`config.mk`:
```
export PLATFORM = sky130hd
export DESIGN_NAME = mem_arbiter
export DESIGN_NICKNAME = d
export VERILOG_FILES = /design/src/rtl/mem_arb_pkg.sv /design/src/rtl/arb_starve_sel.sv /design/src/rtl/mem_arbiter.sv
export SDC_FILE = /design/constraint.sdc
export NUM_CORES = 1
export LEC_CHECK = 0
export CORE_AREA = 4 4 292 294
export DETAILED_ROUTE_END_ITERATION = 8
export DIE_AREA = 0 0 296 298
export PLACE_DENSITY = 0.43
export SLEW_MARGIN = 20
export SYNTH_ARGS = -nofsm -noshare
export SYNTH_HDL_FRONTEND = slang
export SYNTH_HIERARCHICAL = 1
export SYNTH_SLANG_ARGS = --single-unit
```
`constraint.sdc`:
```
create_clock -name clk -period 3 [get_ports clk]
set_clock_uncertainty 0.1 [all_clocks]
set_input_delay 0.75 -clock clk [delete_from_list [all_inputs] [get_ports clk]]
set_output_delay 0.75 -clock clk [all_outputs]
set_load 0.01 [all_outputs]
```
`src/rtl/mem_arb_pkg.sv`:
```
// Shared types and constants for the instruction/data cache memory arbiter.
package mem_arb_pkg;

    typedef enum logic [1:0] {
        S_IDLE      = 2'd0,
        S_ISSUE     = 2'd1,
        S_WAIT_RESP = 2'd2
    } state_t;

    localparam logic OWNER_IC = 1'b0;
    localparam logic OWNER_DC = 1'b1;

    localparam logic RW_READ  = 1'b0;
    localparam logic RW_WRITE = 1'b1;

    // Wide enough for the largest legal MAX_WAIT (15).
    localparam int WAIT_CNT_W = 4;

endpackage

```
`src/rtl/arb_starve_sel.sv`:
```
// Data-cache-first arbitration with a bounded number of consecutive losses
// for the instruction cache before it is forced to win.
module arb_starve_sel
    import mem_arb_pkg::*;
#(
    parameter int MAX_WAIT = 4
) (
    input  logic clk,
    input  logic reset,
    input  logic i_arb_en,
    input  logic i_ic_valid,
    input  logic i_dc_valid,
    output logic o_grant_ic,
    output logic o_grant_dc
);

    localparam logic [WAIT_CNT_W-1:0] MAX_WAIT_C = WAIT_CNT_W'(MAX_WAIT);

    logic [WAIT_CNT_W-1:0] r_wait_cnt;
    logic                  w_dc_win;

    assign w_dc_win   = i_dc_valid && ((r_wait_cnt < MAX_WAIT_C) || !i_ic_valid);
    assign o_grant_dc = i_arb_en && w_dc_win;
    assign o_grant_ic = i_arb_en && i_ic_valid && !w_dc_win;

    // Counts only losses suffered while the icache was actually waiting.
    always_ff @(posedge clk) begin
        if (reset) begin
            r_wait_cnt <= '0;
        end else if (i_arb_en) begin
            if (!i_ic_valid || o_grant_ic) begin
                r_wait_cnt <= '0;
            end else if (o_grant_dc && (r_wait_cnt < MAX_WAIT_C)) begin
                r_wait_cnt <= r_wait_cnt + 1'b1;
            end
        end
    end

endmodule

```
`src/rtl/mem_arbiter.sv`:
```
// Shares one backing-memory port between icache refills and dcache
// refills/writebacks; one transaction in flight, reads routed back to owner.
module mem_arbiter
    import mem_arb_pkg::*;
#(
    parameter int ADDR_WIDTH = 32,
    parameter int DATA_WIDTH = 128,
    parameter int MAX_WAIT   = 4
) (
    input  logic                  clk,
    input  logic                  reset,

    input  logic                  ic_req_valid,
    input  logic [ADDR_WIDTH-1:0] ic_req_addr,
    output logic                  ic_req_ready,
    output logic                  ic_resp_valid,
    output logic [DATA_WIDTH-1:0] ic_resp_data,

    input  logic                  dc_req_valid,
    input  logic                  dc_req_rw,
    input  logic [ADDR_WIDTH-1:0] dc_req_addr,
    input  logic [DATA_WIDTH-1:0] dc_req_data,
    output logic                  dc_req_ready,
    output logic                  dc_resp_valid,
    output logic [DATA_WIDTH-1:0] dc_resp_data,

    output logic                  mem_req_valid,
    input  logic                  mem_req_ready,
    output logic                  mem_req_rw,
    output logic [ADDR_WIDTH-1:0] mem_req_addr,
    output logic [DATA_WIDTH-1:0] mem_req_data,
    input  logic                  mem_resp_valid,
    input  logic [DATA_WIDTH-1:0] mem_resp_data,

    output logic                  protocol_err
);

    state_t                r_state;
    state_t                w_state_next;
    logic                  r_owner;
    logic                  r_rw;
    logic [ADDR_WIDTH-1:0] r_addr;
    logic [DATA_WIDTH-1:0] r_data;
    logic                  r_ic_resp_valid;
    logic                  r_dc_resp_valid;
    logic [DATA_WIDTH-1:0] r_ic_resp_data;
    logic [DATA_WIDTH-1:0] r_dc_resp_data;
    logic                  r_perr;

    logic                  w_arb_en;
    logic                  w_grant_ic;
    logic                  w_grant_dc;
    logic                  w_resp_hit;

    assign w_arb_en   = (r_state == S_IDLE);
    assign w_resp_hit = (r_state == S_WAIT_RESP) && mem_resp_valid;

    arb_starve_sel #(
        .MAX_WAIT (MAX_WAIT)
    ) u_sel (
        .clk        (clk),
        .reset      (reset),
        .i_arb_en   (w_arb_en),
        .i_ic_valid (ic_req_valid),
        .i_dc_valid (dc_req_valid),
        .o_grant_ic (w_grant_ic),
        .o_grant_dc (w_grant_dc)
    );

    always_ff @(posedge clk) begin
        if (reset) begin
            r_state <= S_IDLE;
        end else begin
            r_state <= w_state_next;
        end
    end

    always_comb begin
        w_state_next  = r_state;
        ic_req_ready  = 1'b0;
        dc_req_ready  = 1'b0;
        mem_req_valid = 1'b0;
        case (r_state)
            S_IDLE: begin
                ic_req_ready = w_grant_ic;
                dc_req_ready = w_grant_dc;
                if (w_grant_ic || w_grant_dc) begin
                    w_state_next = S_ISSUE;
                end
            end
            S_ISSUE: begin
                mem_req_valid = 1'b1;
                if (mem_req_ready) begin
                    w_state_next = (r_rw == RW_WRITE) ? S_IDLE : S_WAIT_RESP;
                end
            end
            S_WAIT_RESP: begin
                if (mem_resp_valid) begin
                    w_state_next = S_IDLE;
                end
            end
            default: w_state_next = S_IDLE;
        endcase
    end

    // Request fields are captured at grant and drive the memory port until handshake.
    always_ff @(posedge clk) begin
        if (reset) begin
            r_owner <= OWNER_IC;
            r_rw    <= RW_READ;
            r_addr  <= '0;
            r_data  <= '0;
        end else if (w_grant_dc) begin
            r_owner <= OWNER_DC;
            r_rw    <= dc_req_rw;
            r_addr  <= dc_req_addr;
            r_data  <= dc_req_data;
        end else if (w_grant_ic) begin
            r_owner <= OWNER_IC;
            r_rw    <= RW_READ;
            r_addr  <= ic_req_addr;
            r_data  <= '0;
        end
    end

    always_ff @(posedge clk) begin
        if (reset) begin
            r_ic_resp_valid <= 1'b0;
            r_dc_resp_valid <= 1'b0;
            r_ic_resp_data  <= '0;
            r_dc_resp_data  <= '0;
            r_perr          <= 1'b0;
        end else begin
            r_ic_resp_valid <= w_resp_hit && (r_owner == OWNER_IC);
            r_dc_resp_valid <= w_resp_hit && (r_owner == OWNER_DC);
            if (w_resp_hit && (r_owner == OWNER_IC)) begin
                r_ic_resp_data <= mem_resp_data;
            end
            if (w_resp_hit && (r_owner == OWNER_DC)) begin
                r_dc_resp_data <= mem_resp_data;
            end
            // Any response outside WAIT_RESP is stray and latches the error.
            if (mem_resp_valid && (r_state != S_WAIT_RESP)) begin
                r_perr <= 1'b1;
            end
        end
    end

    assign mem_req_rw    = r_rw;
    assign mem_req_addr  = r_addr;
    assign mem_req_data  = r_data;
    assign ic_resp_valid = r_ic_resp_valid;
    assign dc_resp_valid = r_dc_resp_valid;
    assign ic_resp_data  = r_ic_resp_data;
    assign dc_resp_data  = r_dc_resp_data;
    assign protocol_err  = r_perr;

endmodule
```
# == Word-level counts from Yosys, hierarchy flattened ==
# Index checks and enable logic that the tools add are counted.
# totals
in_bits,327
register_bits,427
out_inout_bits,423
word_cells,56
# op_classes
reduce_logical,19
n_lt_le_gt_ge,1
add_sub_neg,1
muxes,17
n_eq_ne,6
bitwise_logic,1
# op_table
cell,n
$mux 128,2
$mux 32,2
$logic_and 1x1->1,9
$mux 2,4
$mux 4,2
$ne 2x2->1 const B,4
$mux 1,6
$pmux 2 s3,1
$add 4x1->4 const B,1
$lt 4x3->1 const B,1
$reduce_bool 2->1,2
$logic_or 1x1->1,3
$reduce_and 3->1,1
$eq 2x1->1 const B,1
$eq 2x2->1 const B,1
$logic_not 1->1,2
$logic_not 2->1,1
$reduce_and 2->1,1
$not 1->1,1

# == Longest topological paths before layout ==
# depth
ltp_word,8
ltp_mapped,11
depth_no_buf,6

# == Hierarchy ==
# The synthesis kept the hierarchy.
# by_module_without_submodules
module,seq_area_each_um2,cells_each,instances,area_each_um2
mem_arbiter,8468.1,1885,1,15393.5
arb_starve_sel,80.1,24,1,215.2

# == Worst setup path after synthesis ==
# No wires, ideal clock.
# synth_path
kind,input port to output port
start,in dc_req_valid
end,out ic_req_ready
t_arrival_ns,1.889
cell_stages,7
path_buffers,3
required_ns,2.150
path_slack_ns,0.261
cell_sequence,nor3b_2 > nor2_1 > buf_2 > buf_2 > buf_2 > inv_1 > nor3_1
# synth_via
elab_chain_cells,4
# synth_rtl
item,line_no,text
"start, declared",mem_arbiter.sv:19,"input logic dc_req_valid,"
$logic_and 1x1->1,arb_starve_sel.sv:22,assign w_dc_win = i_dc_valid && ((r_wait_cnt < MAX_WAIT_C) || !i_ic_valid);
$logic_not 1->1,arb_starve_sel.sv:24,assign o_grant_ic = i_arb_en && i_ic_valid && !w_dc_win;
$logic_and 1x1->1,arb_starve_sel.sv:24,
net w_grant_ic,mem_arbiter.sv:51,logic w_grant_ic;
$mux 1,mem_arbiter.sv:83,case (r_state)
"end, declared",mem_arbiter.sv:15,"output logic ic_req_ready,"
# The timed path passes the listed nets, and every way through them passes these cells.

# == Final worst setup path ==
# layout_path
start,in ic_req_valid
end,out dc_req_ready
# layout_via
elab_chain_cells,5
# layout_rtl
item,line_no,text
"start, declared",mem_arbiter.sv:13,"input logic ic_req_valid,"
$logic_not 1->1,arb_starve_sel.sv:22,
$logic_or 1x1->1,arb_starve_sel.sv:22,
$logic_and 1x1->1,arb_starve_sel.sv:22,
$logic_and 1x1->1,arb_starve_sel.sv:23,assign o_grant_dc = i_arb_en && w_dc_win;
net w_grant_dc,mem_arbiter.sv:52,logic w_grant_dc;
$mux 1,mem_arbiter.sv:83,
"end, declared",mem_arbiter.sv:23,"output logic dc_req_ready,"
# The timed path passes the listed nets, and every way through them passes these cells.

==> impl_metrics.ini <==
[synth]
synth_cell_types = 32
syn_area_mm2 = 0.0156
ys_seq_elements = 427
synth_cells = 1909
syn_nets = 2237
avgSynthCellArea_um2 = 8.18
ys_warn_count = 6
synth_top_area_share_pct = 54.8
synth_area_leader_cell = dfxtp_1
yosys-top-cells-area = dfxtp_1 (55%), nand2_1 (13%), a21oi_1 (12%)
synth-seq-area-share_pct = 54.8

[timing]
fin_tns_setup_ns = 0
rsz0062_at_grt = false
min_period_ns = 2.88
slew_headroom_pct = 34.5
tightest_slew_ns = 0.983
hold_violations = 0
max_freq_mhz = 347
drv_slew = 0
finalCritPeriodShare_pct = 96.1
setup_violations = 0

[floorplan]
die_w_um = 296
rows = 106
fp.dieH_um = 298
dieArea_mm2 = 0.0882
ios = 750
core_mm2 = 0.0829
initial_core_util_pct = 18.8

[place]
port_buffers = 749
place_congestion = 0.791
place_area_mm2 = 0.0246
dp_hpwl_um = 54400

[grt]
met3_usage_pct = 8.46
first_global_vias = 15900
grt_overflow_total = 0
busiest_layer = met2
grt_util_met1_pct = 15.9
use_met2_pct = 27.3
grt_max_degree = 155
grt_pass1_wl_um = 105000
track_usage_pct = 15.6
antenna_found_initial = 13

[routing]
ant_nets = 0
dr.pass1.iters = 4
drt_iter0_drc = 651
wl_per_cell_um = 19.4
drc = 0
dr_total_vias = 15700
drt-vias-per-instance = 4.19
wirelength_um = 72700

[worst_setup_path]
crit_path_start = ic_req_valid
critPathBufInv = 3
required_ns = 2.15
critPathSlowestCell = clkdlybuf4s50_1
reg2reg_depth = 9
path_cells = clkdlybuf4s50_1 -> buf_4 -> o21ai_0 -> and3_4 -> and2_1 -> dlygate4sd2_1
path_max_fanout = 4
arrival_ns = 2.03
crit_type = primary input to output pin
endpoint = dc_req_ready
r2r_start = r_state[0]$_SDFFE_PP0P_
worstSetupStartpointType = primary input
r2r-end = mem_req_data[14]$_SDFFE_PP0P_
critPathCaptureType = output pin
cp.depth = 6
r2r_slack_ns = 0.65
crit_family = buffers and inverters
slowest_delay_ns = 0.49

[min_path]
min_path_type = flip-flop to flip-flop

[layout]
regArea_mm2 = 0.00855
fin_util_pct = 31.8
final_cell_area_mm2 = 0.0264
fillers = 8661
layout.nets = 2949
drive_gt1_share_pct = 5.78
multi_input_area_mm2 = 0.00640
area_delta_synth_final_pct = 69.0

[clocking]
clockRootBuffer = clkbuf_16
cts_buffers = 52
post_cts_buffers = 0
clk_path_buf_depth = 3
post_cts_resized = 2
ctsHtreeMaxLevel = 2
clk_latency_ns = 0.59
cts_tree = done
clkTransAtPathRegs_ns = 0.06
cts_hold_buf = 0
numClockSinks = 427

[power_and_ir_drop]
ir_worst_vdd_mv = 0.348
p_leak_nw = 8.98
p_per_area_mw_per_mm2 = 546

[run]
cap_violations = 0

[status]
status = finished, final reports clean
[layout by cell type (no fill, tap or decap), types with 2 or more instances in the layout]
master / instances
clkdlybuf4s50_1: 746
nor2_1: 135
nor3_1: 2
nand2b_1: 3
buf_4: 42
clkbuf_8: 14
clkbuf_16: 53
nor2b_1: 34
dlygate4sd2_1: 2
a21oi_1: 389
bufinv_16: 3
nor3b_1: 129
nand4_1: 3
dfxtp_1: 427
clkbuf_1: 18
nand2_1: 546
clkinv_2: 5
buf_12: 26
mux2i_1: 32
inv_6: 2
diode_2: 6
o21ai_0: 33
[metal layers]
layer / up-vias / share of wire, %
met1: 7290 / 36
li1: 7711 / -
met2: 575 / 48
met5: - / 0.13
met3: 105 / 13
met4: 14 / 2.9
[tightest hold or removal path, stage by stage, from the launching register on]
cell,delay [ns]
dfxtp_1,0.30
nand2_1,0.05
a21oi_1,0.05
[cell usage after synthesis, drive strengths merged]
| master | count |
|---|---|
| nand2 | 546 |
| dfxtp | 427 |
| a21oi | 390 |
| nor2 | 136 |
| nor3b | 130 |
| buf | 84 |
| clkbuf | 75 |
| nor2b | 34 |
| o21ai | 33 |
| mux2i | 32 |
| nand2b | 3 |
| nand4 | 3 |
| nor3 | 2 |
| a2111oi | 1 |
| a211oi | 1 |
| a2bb2oi | 1 |
| and2 | 1 |
| and3 | 1 |
| and4b | 1 |
| and4bb | 1 |
| ha | 1 |
| inv | 1 |
| nand4b | 1 |
| nand4bb | 1 |
| or2b | 1 |
| or3b | 1 |
| xor2 | 1 |
[kinds of logic (layout without fill, tap and decap cells)]
family	after synthesis	count (layout)	synth area share (%)
and+or+nand+nor	862	862	24.8
DFF	427	427	54.8
adders and majority gates	1	1	0.0801
xor gates and xnor gates	1	1	0.0561
other	0	6	0
muxes	32	32	2.05
buffers and inverters	160	914	4.49
AOI/OAI and AO/OA	426	426	13.7
[sequential cells by signal, indices dropped and copies added, names as in the netlist]
signal / count
dc_resp_valid: 1
dc_resp_data: 128
u_sel/r_wait_cnt: 4
mem_req_data: 128
ic_resp_valid: 1
ic_resp_data: 128
mem_req_rw: 1
r_state: 2
r_owner: 1
mem_req_addr: 32
protocol_err: 1
[stage by stage]
step           total power, W  std cells  worst slack [ns]  hold WS (ns)
6_report               0.0144       3749             0.118         0.351
5_1_grt                0.0151       3745            0.0473         0.373
4_1_cts                0.0147       3743             0.109         0.354
3_5_place_dp          0.00818       3647            -0.148         0.346
3_3_place_gp          0.00817       3647            -0.160         0.341
2_1_floorplan         0.00691       1909             0.261         0.357
[power by group]
group | internal [W] | switching (W)
registers | 0.00589 | 0.000119
logic | 0.00107 | 0.000949
clock network | 0.00385 | 0.00251
[layout make-up]
type / count / area share [%]
repair buffers: 817 / 31.6
well taps: 1080 / 5.12
diodes: 6 / 0.0569
clock inverters: 11 / 0.531
inverters: 1 / 0.0142
clock buffers: 85 / 6.01
multi-input cells: 1322 / 24.2
flip-flops and latches: 427 / 32.4
[worst min path at each step]
stage                     cells after the start                               end  slack (ns)                             start
after global routing                          2     dc_resp_data[12]$_SDFFE_PP0P_        0.37     dc_resp_data[12]$_SDFFE_PP0P_
after CTS                                     2     dc_resp_data[21]$_SDFFE_PP0P_        0.35     dc_resp_data[21]$_SDFFE_PP0P_
after detailed placement                      2     dc_resp_data[21]$_SDFFE_PP0P_        0.35     dc_resp_data[21]$_SDFFE_PP0P_
final                                         2     ic_resp_data[91]$_SDFFE_PP0P_        0.35     ic_resp_data[91]$_SDFFE_PP0P_
after global placement                        2     ic_resp_data[82]$_SDFFE_PP0P_        0.34     ic_resp_data[82]$_SDFFE_PP0P_
after floorplan                               2  u_sel/r_wait_cnt[1]$_SDFFE_PP0P_        0.36  u_sel/r_wait_cnt[1]$_SDFFE_PP0P_
Power figures use the tool's default switching activity.
